==> src/rtl/seg7_reader.sv <==
`default_nettype none
// ============================================================================
//  Module      : seg7_reader
//  Description : Reads an active-low 7-segment pattern and debounces it.
//                A pattern is accepted once it has been sampled STABLE times
//                in a row. Legal font patterns are decoded to a hex digit.
//                The all-off pattern reports BLANK. Any other pattern is
//                illegal and raises a one-cycle ERR pulse.
//  Ports       : CLK   - single clock, rising edge
//                RST   - synchronous active-high reset
//                SEG   - active-low segments, bit0 = a ... bit6 = g
//                HEX   - last accepted legal digit
//                VALID - HEX reflects the currently accepted legal pattern
//                NEW   - one-cycle pulse on acceptance of a new legal digit
//                ERR   - one-cycle pulse on acceptance of an illegal pattern
//                BLANK - accepted pattern is all-off (7'h7F)
//  Revision    : 1.0 - initial release
// ============================================================================
module seg7_reader #(
    parameter int STABLE = 4
) (
    input  logic       CLK,
    input  logic       RST,
    input  logic [6:0] SEG,
    output logic [3:0] HEX,
    output logic       VALID,
    output logic       NEW,
    output logic       ERR,
    output logic       BLANK
);

    localparam logic [7:0] c_stable = 8'(STABLE);
    localparam logic [6:0] c_blank  = 7'h7F;

    generate
        if (STABLE < 1 || STABLE > 255) begin : g_stable_range
            $error("seg7_reader: STABLE must be in 1..255");
        end
    endgenerate

    typedef enum logic [1:0] {
        S_IDLE = 2'd0,
        S_QUAL = 2'd1,
        S_LOCK = 2'd2
    } state_t;

    state_t      r_state, w_state_d;
    logic [6:0]  r_seg_q;
    logic [6:0]  r_cand, w_cand_d;
    logic [6:0]  r_acc,  w_acc_d;
    logic [7:0]  r_cnt,  w_cnt_d;
    logic [3:0]  r_hex,  w_hex_d;
    logic        r_valid, w_valid_d;
    logic        r_new,   w_new_d;
    logic        r_err,   w_err_d;
    logic        r_blank, w_blank_d;
    logic        w_accept;
    logic [4:0]  w_dec;

    // Returns {legal, digit}; legal is 0 for every non-font pattern.
    function automatic logic [4:0] f_decode(input logic [6:0] pat);
        case (pat)
            7'h40:   f_decode = 5'h10;
            7'h79:   f_decode = 5'h11;
            7'h24:   f_decode = 5'h12;
            7'h30:   f_decode = 5'h13;
            7'h19:   f_decode = 5'h14;
            7'h12:   f_decode = 5'h15;
            7'h02:   f_decode = 5'h16;
            7'h78:   f_decode = 5'h17;
            7'h00:   f_decode = 5'h18;
            7'h18:   f_decode = 5'h19;
            7'h08:   f_decode = 5'h1A;
            7'h03:   f_decode = 5'h1B;
            7'h46:   f_decode = 5'h1C;
            7'h21:   f_decode = 5'h1D;
            7'h06:   f_decode = 5'h1E;
            7'h0E:   f_decode = 5'h1F;
            default: f_decode = 5'h00;
        endcase
    endfunction

    // Next-state and output logic. Acceptance is evaluated on the count the
    // register is about to take, so NEW/ERR appear right after the edge on
    // which the count reaches STABLE.
    always_comb begin
        w_state_d = r_state;
        w_cand_d  = r_cand;
        w_cnt_d   = r_cnt;
        w_acc_d   = r_acc;
        w_accept  = 1'b0;
        w_hex_d   = r_hex;
        w_valid_d = r_valid;
        w_blank_d = r_blank;
        w_new_d   = 1'b0;
        w_err_d   = 1'b0;

        case (r_state)
            S_IDLE: begin
                w_cand_d  = r_seg_q;
                w_cnt_d   = 8'd1;
                w_state_d = S_QUAL;
            end
            S_QUAL: begin
                if (r_seg_q == r_cand) begin
                    // Saturating count; never wraps past STABLE.
                    w_cnt_d = (r_cnt < c_stable) ? r_cnt + 8'd1 : r_cnt;
                end else begin
                    w_cand_d = r_seg_q;
                    w_cnt_d  = 8'd1;
                end
            end
            S_LOCK: begin
                if (r_seg_q != r_acc) begin
                    w_cand_d  = r_seg_q;
                    w_cnt_d   = 8'd1;
                    w_state_d = S_QUAL;
                end
            end
            default: begin
                w_state_d = S_IDLE;
                w_cnt_d   = 8'd0;
            end
        endcase

        // A held LOCK keeps cnt at STABLE but is not a fresh acceptance.
        w_accept = (w_state_d == S_QUAL) && (w_cnt_d == c_stable);
        w_dec    = f_decode(w_cand_d);

        if (w_accept) begin
            w_state_d = S_LOCK;
            w_acc_d   = w_cand_d;
            if (w_dec[4]) begin
                w_hex_d   = w_dec[3:0];
                w_valid_d = 1'b1;
                w_blank_d = 1'b0;
                w_new_d   = (w_cand_d != r_acc) || !r_valid;
            end else if (w_cand_d == c_blank) begin
                w_valid_d = 1'b0;
                w_blank_d = 1'b1;
            end else begin
                w_valid_d = 1'b0;
                w_blank_d = 1'b0;
                // Re-accepting the same illegal pattern stays quiet.
                w_err_d   = (w_cand_d != r_acc);
            end
        end
    end

    always_ff @(posedge CLK) begin
        if (RST) begin
            r_state <= S_IDLE;
            r_seg_q <= c_blank;
            r_cand  <= c_blank;
            r_acc   <= c_blank;
            r_cnt   <= 8'd0;
            r_hex   <= 4'd0;
            r_valid <= 1'b0;
            r_new   <= 1'b0;
            r_err   <= 1'b0;
            r_blank <= 1'b0;
        end else begin
            r_state <= w_state_d;
            r_seg_q <= SEG;
            r_cand  <= w_cand_d;
            r_acc   <= w_acc_d;
            r_cnt   <= w_cnt_d;
            r_hex   <= w_hex_d;
            r_valid <= w_valid_d;
            r_new   <= w_new_d;
            r_err   <= w_err_d;
            r_blank <= w_blank_d;
        end
    end

    assign HEX   = r_hex;
    assign VALID = r_valid;
    assign NEW   = r_new;
    assign ERR   = r_err;
    assign BLANK = r_blank;

endmodule
`default_nettype wire

==> config.mk <==
export PLATFORM = sky130hd
export DESIGN_NAME = seg7_reader
export DESIGN_NICKNAME = d
export VERILOG_FILES = /design/src/rtl/seg7_reader.sv
export SDC_FILE = /design/constraint.sdc
export NUM_CORES = 1
export LEC_CHECK = 0
export BUFFER_PORTS_ARGS = -buffer_cell sky130_fd_sc_hd__buf_4
export CORE_MARGIN = 3
export CORE_UTILIZATION = 45
export DETAILED_ROUTE_END_ITERATION = 7
export HOLD_SLACK_MARGIN = 0.15
export SYNTH_ARGS = -nofsm -noshare
export SYNTH_HDL_FRONTEND = slang
export SYNTH_SLANG_ARGS = --single-unit
==> constraint.sdc <==
create_clock -name CLK -period 4.8 [get_ports CLK]
set_clock_uncertainty 0.2 [all_clocks]
set_input_delay 0.72 -clock CLK [delete_from_list [all_inputs] [get_ports CLK]]
set_output_delay 0.72 -clock CLK [all_outputs]
set_load 0.05 [all_outputs]
==> results of run 1 <==
-- power breakdown --
part,total (mW),internal (mW),switching (mW),leakage (nW)
Sequential,0.346,0.330,0.0163,0.319
Clock,0.281,0.155,0.126,0.0581
Combinational,0.0801,0.0331,0.0470,0.636
Total,0.707,0.518,0.189,1.01
-- registers in the layout, indices dropped and copies added, names as in the netlist --
name     flops
BLANK        1
ERR          1
HEX          4
NEW          1
VALID        1
r_acc        7
r_cand       7
r_cnt        8
r_seg_q      7
r_state      2
-- per-stage QoR --
stage	power, mW	hold slack (ns)	util [%]
final	0.707	0.257	51.6
after global routing	0.737	0.286	51.6
after CTS	0.711	0.260	51.6
after detailed placement	0.432	0.247	49.5
after global placement	0.434	0.243	49.5
after floorplan	0.413	0.231	-
-- path summary, 6_finish.rpt --
kind              slack (ns)                 start  cells past startpoint             endpoint
setup / recovery        1.32  r_cand[3]$_SDFF_PP1_                      9  HEX[0]$_SDFFE_PP0P_
hold / removal          0.26   HEX[3]$_SDFFE_PP0P_                      2  HEX[3]$_SDFFE_PP0P_
setup reg to reg        1.32  r_cand[3]$_SDFF_PP1_                      9  HEX[0]$_SDFFE_PP0P_
hold reg to reg         0.26   HEX[3]$_SDFFE_PP0P_                      2  HEX[3]$_SDFFE_PP0P_
-- final cells by class --
| cell class | instances | share of cell area (%) |
|---|---|---|
| multi-input cells | 241 | 58.4 |
| flip-flops and latches | 39 | 28.7 |
| repair buffers | 18 | 4.97 |
| well taps | 70 | 3.22 |
| clock buffers | 5 | 2.53 |
| clock inverters | 3 | 1.61 |
| inverters | 4 | 0.552 |
-- layer usage --
layer	vias up	wire length (um)
li1	1101	-
met1	1036	3060
met2	96	2860
met3	19	426
met4	0	177
met5	-	0
-- cells in the final DEF (no fill, tap or decap), drive strengths merged, types with 3 or more instances in the layout --
cell,n
a21oi,12
dfxtp,39
o21ai,13
nor3b,3
nor2,31
a211oi,4
nor4b,3
clkbuf,5
or2,8
nor3,12
a211o,8
a221oi,3
nand3,14
or3,3
xor2,11
nand2,19
nand2b,13
inv,4
nand4,8
buf,18
and2,10
mux2,4
xnor2,11
mux2i,9
nor2b,6
o21a,3
o211ai,4
-- worst min-delay path: stages (launching register included) --
cell and delay, ns:
dfxtp_1 0.32, inv_1 0.05, a211oi_1 0.05
-- kinds of logic (layout without fill, tap and decap cells) --
group / count (synthesis) / in the layout / share of synthesized area (%)
XOR/XNOR: 22 / 22 / 7.66
multiplexers: 13 / 13 / 5.52
flip-flops: 39 / 39 / 31.0
AO/OA/AOI/OAI: 65 / 65 / 19.2
buffers and inverters: 26 / 30 / 5.72
adder cells (fa/ha/maj): 1 / 1 / 0.497
AND/OR/NAND/NOR: 140 / 140 / 30.3
==> summary.txt, run 1 <==
Status
  • Status: finished clean

Yosys
  • EDFF count, synth: 0
  • Async S/R FF share, synth: 0%
  • Seq/Total Area, Yosys: 31.0%
  • Prevailing post-synth register cell: dfxtp_1
  • Cells after synthesis: 306
  • Post-synthesis area per instance: 8.22 sq um
  • Cell Area, Synth: 2510 sq um
  • Most common library cells after synthesis: dfxtp_1 (39), nor2_1 (30), nand2_1 (18), nand3_1 (14), nand2b_1 (13)
  • Most numerous cell in the Yosys netlist: dfxtp_1
  • Syn Nets: 316
  • Area contributors post-synth: dfxtp_1 (31%), nor2_1 (4.5%), xnor2_1 (3.8%)
  • Netlist cell types: 60
  • Area fraction of the dominant cell type after synthesis: 31.0%
  • Post-synth top area cell: dfxtp_1
  • Syn. warnings: 0
  • Yosys reg bits: 39

Critical path
  • Req. time, crit path: 4.79 ns
  • CP bufs+invs: 0
  • Crit path kind: reg2reg
  • Data arrival, critical path: 3.47 ns
  • Kind of start point of the critical path: flop
  • CP endpoint kind: flop
  • CP Max Fanout: 10
  • Crit path max-delay family: simple AND/OR/NAND/NOR gates
  • CP max stage cell: or4_1
  • Largest stage delay, worst path: 0.73 ns
  • Chain of cells forming the critical path: xor2_1 > or4_1 > o21ai_2 > a2111oi_1 > a211o_1 > a211oi_2 > nand4bb_1 > nand2b_1 > mux2_4

Routing
  • DRC: 0
  • Total number of vias: 2252
  • WL final: 6520 um
  • DR WL/cell: 17.2 um
  • DRT Pass-1 Iters: 5
  • Starting DRT DRC Count: 242
  • Vias per Instance: 5.93
  • DRT antenna net count: 0

Cells and area
  • Layout area overhead: 8.21%
  • Fill cell count: 513
  • Design Area, Final: 2720 sq um
  • Post-route insts no fill: 380
  • Share of layout cells above drive strength 1: 15.2%
  • Reg area: 781 sq um
  • # nets final: 319
  • # diodes: 0
  • Multi-input gate area in the final layout: 1590 sq um

Floorplanning
  • Die width: 80.8 um
  • Initial core utilization: 47.7%
  • Die span in y: 80.8 um
  • Number of I/O pins: 17
  • DIE AREA: 6520 sq um
  • Cell row count: 26
  • Core Region: 5270 sq um

STA
  • Final hold violation count: 0
  • Setup TNS: 0 ns
  • Max_slew headroom: 54.1%
  • Setup repair after global routing missed its margin: no
  • Fin crit share: 72.5%
  • Post-layout worst setup margin: 1.32 ns
  • Slew @ Worst Pin: 0.688 ns
  • Fmax: 0.287 GHz
  • Final setup vio count: 0
  • Max-slew violations: 0
  • Crit path time final: 3.48 ns

Clocking
  • Clock Path Buffers: 2
  • Clock sink count: 39
  • Clock transition at the registers of the reported paths: 0.08 ns
  • CTS tree: yes
  • CTS Hold Bufs: 0
  • Root buffer cell: clkbuf_8
  • Total CTS buffers: 5
  • H-tree depth: 2
  • Post-CTS sizing: 0
  • Worst-skew pair later-pin latency: 0.30 ns
  • Setup bufs post-CTS: 0

Hold path
  • HP Class: reg2reg

Global route
  • Largest net degree at the start of global routing: 38
  • GR Overflow Total: 0
  • First-pass GRT wire length: 10800 um
  • Busiest grt layer: met2
  • Met3 Usage GRT: 4.21%
  • Initial antenna violation count: 0
  • GR Util met2: 33.2%
  • Global Route met1 Usage: 29.8%
  • GRT Total Usage: 21.7%
  • Vias in the first global route: 2119

Power and ir drop
  • Pwr Density: 260 nW/um^2
  • P_leak: 1.01 nW
  • IR drop worst, VDD: 0.000166 V

Run
  • Max-Cap Viols: 0

Place
  • Cells after DPL: 372
  • Area after DPL: 2610 sq um
  • Pre-CTS setup slack: 1.38 ns
  • Placer Congestion: 0.964
  • Final HPWL DP: 4730 um
  • PortBufs: 16
Note: power is estimated with default switching activity, not from simulation.
==> run 2: changes to the inputs <==
--- a/config.mk
+++ b/config.mk
@@ -5,6 +5,7 @@
 export SDC_FILE = /design/constraint.sdc
 export NUM_CORES = 1
 export LEC_CHECK = 0
+export ABC_AREA = 1
 export BUFFER_PORTS_ARGS = -buffer_cell sky130_fd_sc_hd__buf_4
 export CORE_MARGIN = 3
 export CORE_UTILIZATION = 45
==> constraint.sdc (replaced) <==
create_clock -name CLK -period 2.8 [get_ports CLK]
set_clock_uncertainty 0.2 [all_clocks]
set_input_delay 0.42 -clock CLK [delete_from_list [all_inputs] [get_ports CLK]]
set_output_delay 0.42 -clock CLK [all_outputs]
set_load 0.05 [all_outputs]
==> summary.txt, run 2 <==
Clocking
  • Root buffer cell: clkbuf_8
  • H-tree depth: 2
  • Clock transition at the registers of the reported paths: 0.08 ns
  • Worst-skew pair later-pin latency: 0.29 ns
  • Clock Path Buffers: 2
  • Total CTS buffers: 5
  • Setup bufs post-CTS: 0
  • CTS tree: yes
  • Clock sink count: 39

Critical path
  • CP Max Fanout: 6
  • Kind of start point of the critical path: flop
  • Req. time, crit path: 2.79 ns
  • Crit path kind: reg2reg
  • Data arrival, critical path: 2.50 ns
  • CP endpoint kind: flop

Run
  • Max-Cap Viols: 0

STA
  • Crit path time final: 2.51 ns
  • Final hold violation count: 0
  • Slew @ Worst Pin: 0.482 ns
  • Final setup vio count: 0
  • Max-slew violations: 0
  • Fmax: 0.398 GHz
  • Max_slew headroom: 67.9%
  • Fin crit share: 89.8%
  • Setup TNS: 0 ns

Floorplanning
  • Die width: 80.0 um
  • Initial core utilization: 47.3%
  • DIE AREA: 6400 sq um
  • Number of I/O pins: 17
  • Cell row count: 26
  • Core Region: 5200 sq um
  • Die span in y: 80.0 um

Yosys
  • Prevailing post-synth register cell: dfxtp_1
  • Netlist cell types: 40
  • Main combinational cell family by area after synthesis: simple AND/OR/NAND/NOR gates
  • Cell Area, Synth: 2460 sq um
  • Mux contribution to synthesized area: 0%
  • Async S/R FF share, synth: 0%
  • Most common library cells after synthesis: nand2_1 (73), inv_1 (40), dfxtp_1 (39), nor2_1 (37), nand3_1 (20)
  • Post-synthesis area per instance: 7.31 sq um
  • Post-Synth Simple-Gate Area: 48.3%
  • Compound-Gate Fraction of Synth Area: 6.91%
  • Post-Synth Adder-Cell Area: 0.508%
  • Syn. warnings: 0
  • XOR/XNOR Fraction of Synth Area: 4.62%
  • Post-synth top area cell: dfxtp_1
  • Most numerous cell in the Yosys netlist: nand2_1
  • Syn Nets: 347
  • Yosys reg bits: 39
  • Cells after synthesis: 337
  • EDFF count, synth: 0
  • Area fraction of the dominant cell type after synthesis: 31.7%
  • Seq/Total Area, Yosys: 31.7%
  • Area contributors post-synth: dfxtp_1 (32%), nand2_1 (11%), nand2_4 (7.8%)

Power and ir drop
  • Switch Pwr: 0.318 mW
  • Clock network fraction of total power: 42.4%
  • Sequential power share: 44.4%
  • Pwr Density: 453 nW/um^2
  • Power Total: 1.30 mW
  • P_leak: 1.56 nW
  • Comb pwr share: 13.1%
  • IR drop worst, VDD: 0.000263 V
  • Pint: 0.986 mW
  • Switching Share: 24.4%

Routing
  • DRC: 0
  • DRT Pass-1 Iters: 4
  • Vias per Instance: 4.93
  • DRT antenna net count: 0
  • WL final: 5720 um
  • Total number of vias: 2151
  • DR WL/cell: 13.1 um
  • Starting DRT DRC Count: 113

Global route
  • Largest net degree at the start of global routing: 22
  • First-pass GRT wire length: 9860 um
  • Initial antenna violation count: 0
  • Vias in the first global route: 2008
  • GR Overflow Total: 0
  • GRT Total Usage: 19.9%

Cells and area
  • Post-route insts no fill: 436
  • Number of flip-flops under the largest register name: 8
  • Share of layout cells above drive strength 1: 26.8%
  • Most frequent cells in the layout: nand2_1 (72), inv_1 (40), dfxtp_1 (37), nor2_1 (37), nand3_1 (20)
  • # nets final: 375
  • Reg with most FFs: r_cnt
  • Layout area overhead: 17.0%
  • Commonest non-fill, non-tap cell in the layout: nand2_1
  • # diodes: 0
  • Final core utilization: 55.4%

Place
  • Placer Congestion: 0.881
  • PortBufs: 16
  • Cells after DPL: 421
  • Final HPWL DP: 4570 um

Hold path
  • HP Class: reg2reg

Status
  • Status: finished clean
run 2: through the flow:
| stage | hold slack, ns | area (sq um) | setup slack (ns) |
|---|---|---|---|
| after CTS | 0.249 | 2870 | 0.170 |
| after global placement | 0.234 | 2670 | 0.160 |
| after global routing | 0.275 | 2880 | -0.00511 |
| after floorplan | 0.262 | 2460 | 0.572 |
| after detailed placement | 0.237 | 2670 | 0.189 |
| final | 0.246 | 2880 | 0.286 |
run 2: final timing paths:
check,start,endpoint,slack (ns),cells after the start
setup / recovery,r_seg_q[1]$_SDFF_PP1_,HEX[1]$_SDFFE_PP0P_,0.29,19
hold / removal,HEX[3]$_SDFFE_PP0P_,HEX[3]$_SDFFE_PP0P_,0.25,2
setup reg to reg,r_seg_q[1]$_SDFF_PP1_,HEX[1]$_SDFFE_PP0P_,0.29,19
hold reg to reg,HEX[3]$_SDFFE_PP0P_,HEX[3]$_SDFFE_PP0P_,0.25,2
run 2: per-layer routing:
metal | vias up | part of all wire [%] | GRT usage [%]
met3 | 12 | 5.4 | 4.18
li1 | 1117 | - | -
met2 | 46 | 44 | 29.2
met4 | 0 | 2.1 | 7.60
met1 | 976 | 49 | 28.3
met5 | - | 0 | 0
run 2: area by class of cell:
type / instances / area, sq um
Tap cell: 70 / 87.6
Clock buffer: 6 / 72.6
Fill cell: 523 / 2320
Multi-Input combinational cell: 247 / 1490
Clock inverter: 2 / 60.1
Sequential cell: 39 / 783
Timing Repair Buffer: 25 / 205
Inverter: 47 / 179
run 2: critical path, cell delays in order (launching register included):
cell     delay (ns)
dfxtp_1        0.41
nand2_1        0.08
nand2_1        0.06
nand2_1        0.08
nor2_4         0.17
nand2_1        0.11
nand2_2        0.12
nand2_4        0.09
nand2_1        0.08
nand2_2        0.12
nand3_1        0.16
nor2_1         0.07
nand2_1        0.08
nand2_1        0.09
nor2_4         0.14
nand3_4        0.10
nand2_4        0.10
nand2_1        0.05
nand2_1        0.07
nor2_2         0.04
run 2: what timing repair did:
item                                    in CTS  in global routing
hold endpoints to repair                     7                  0
endpoints found under the setup margin       0                  4
hold buffers                                 7                  0
resized for setup                            0                  4
run 2: logic make-up after synthesis:
logic type / after synthesis
buf+inv: 51
compound gates: 27
simple gates: 206
flops: 39
xor+xnor: 13
fa+ha+maj: 1
run 2: power groups by stage:
stage | clock (mW) | sequential (mW) | combinational, mW
after floorplan | 0 | 0.588 | 0.128
after global placement | 0 | 0.593 | 0.164
after detailed placement | 0 | 0.592 | 0.163
after CTS | 0.563 | 0.579 | 0.172
after global routing | 0.591 | 0.581 | 0.191
final | 0.553 | 0.579 | 0.171
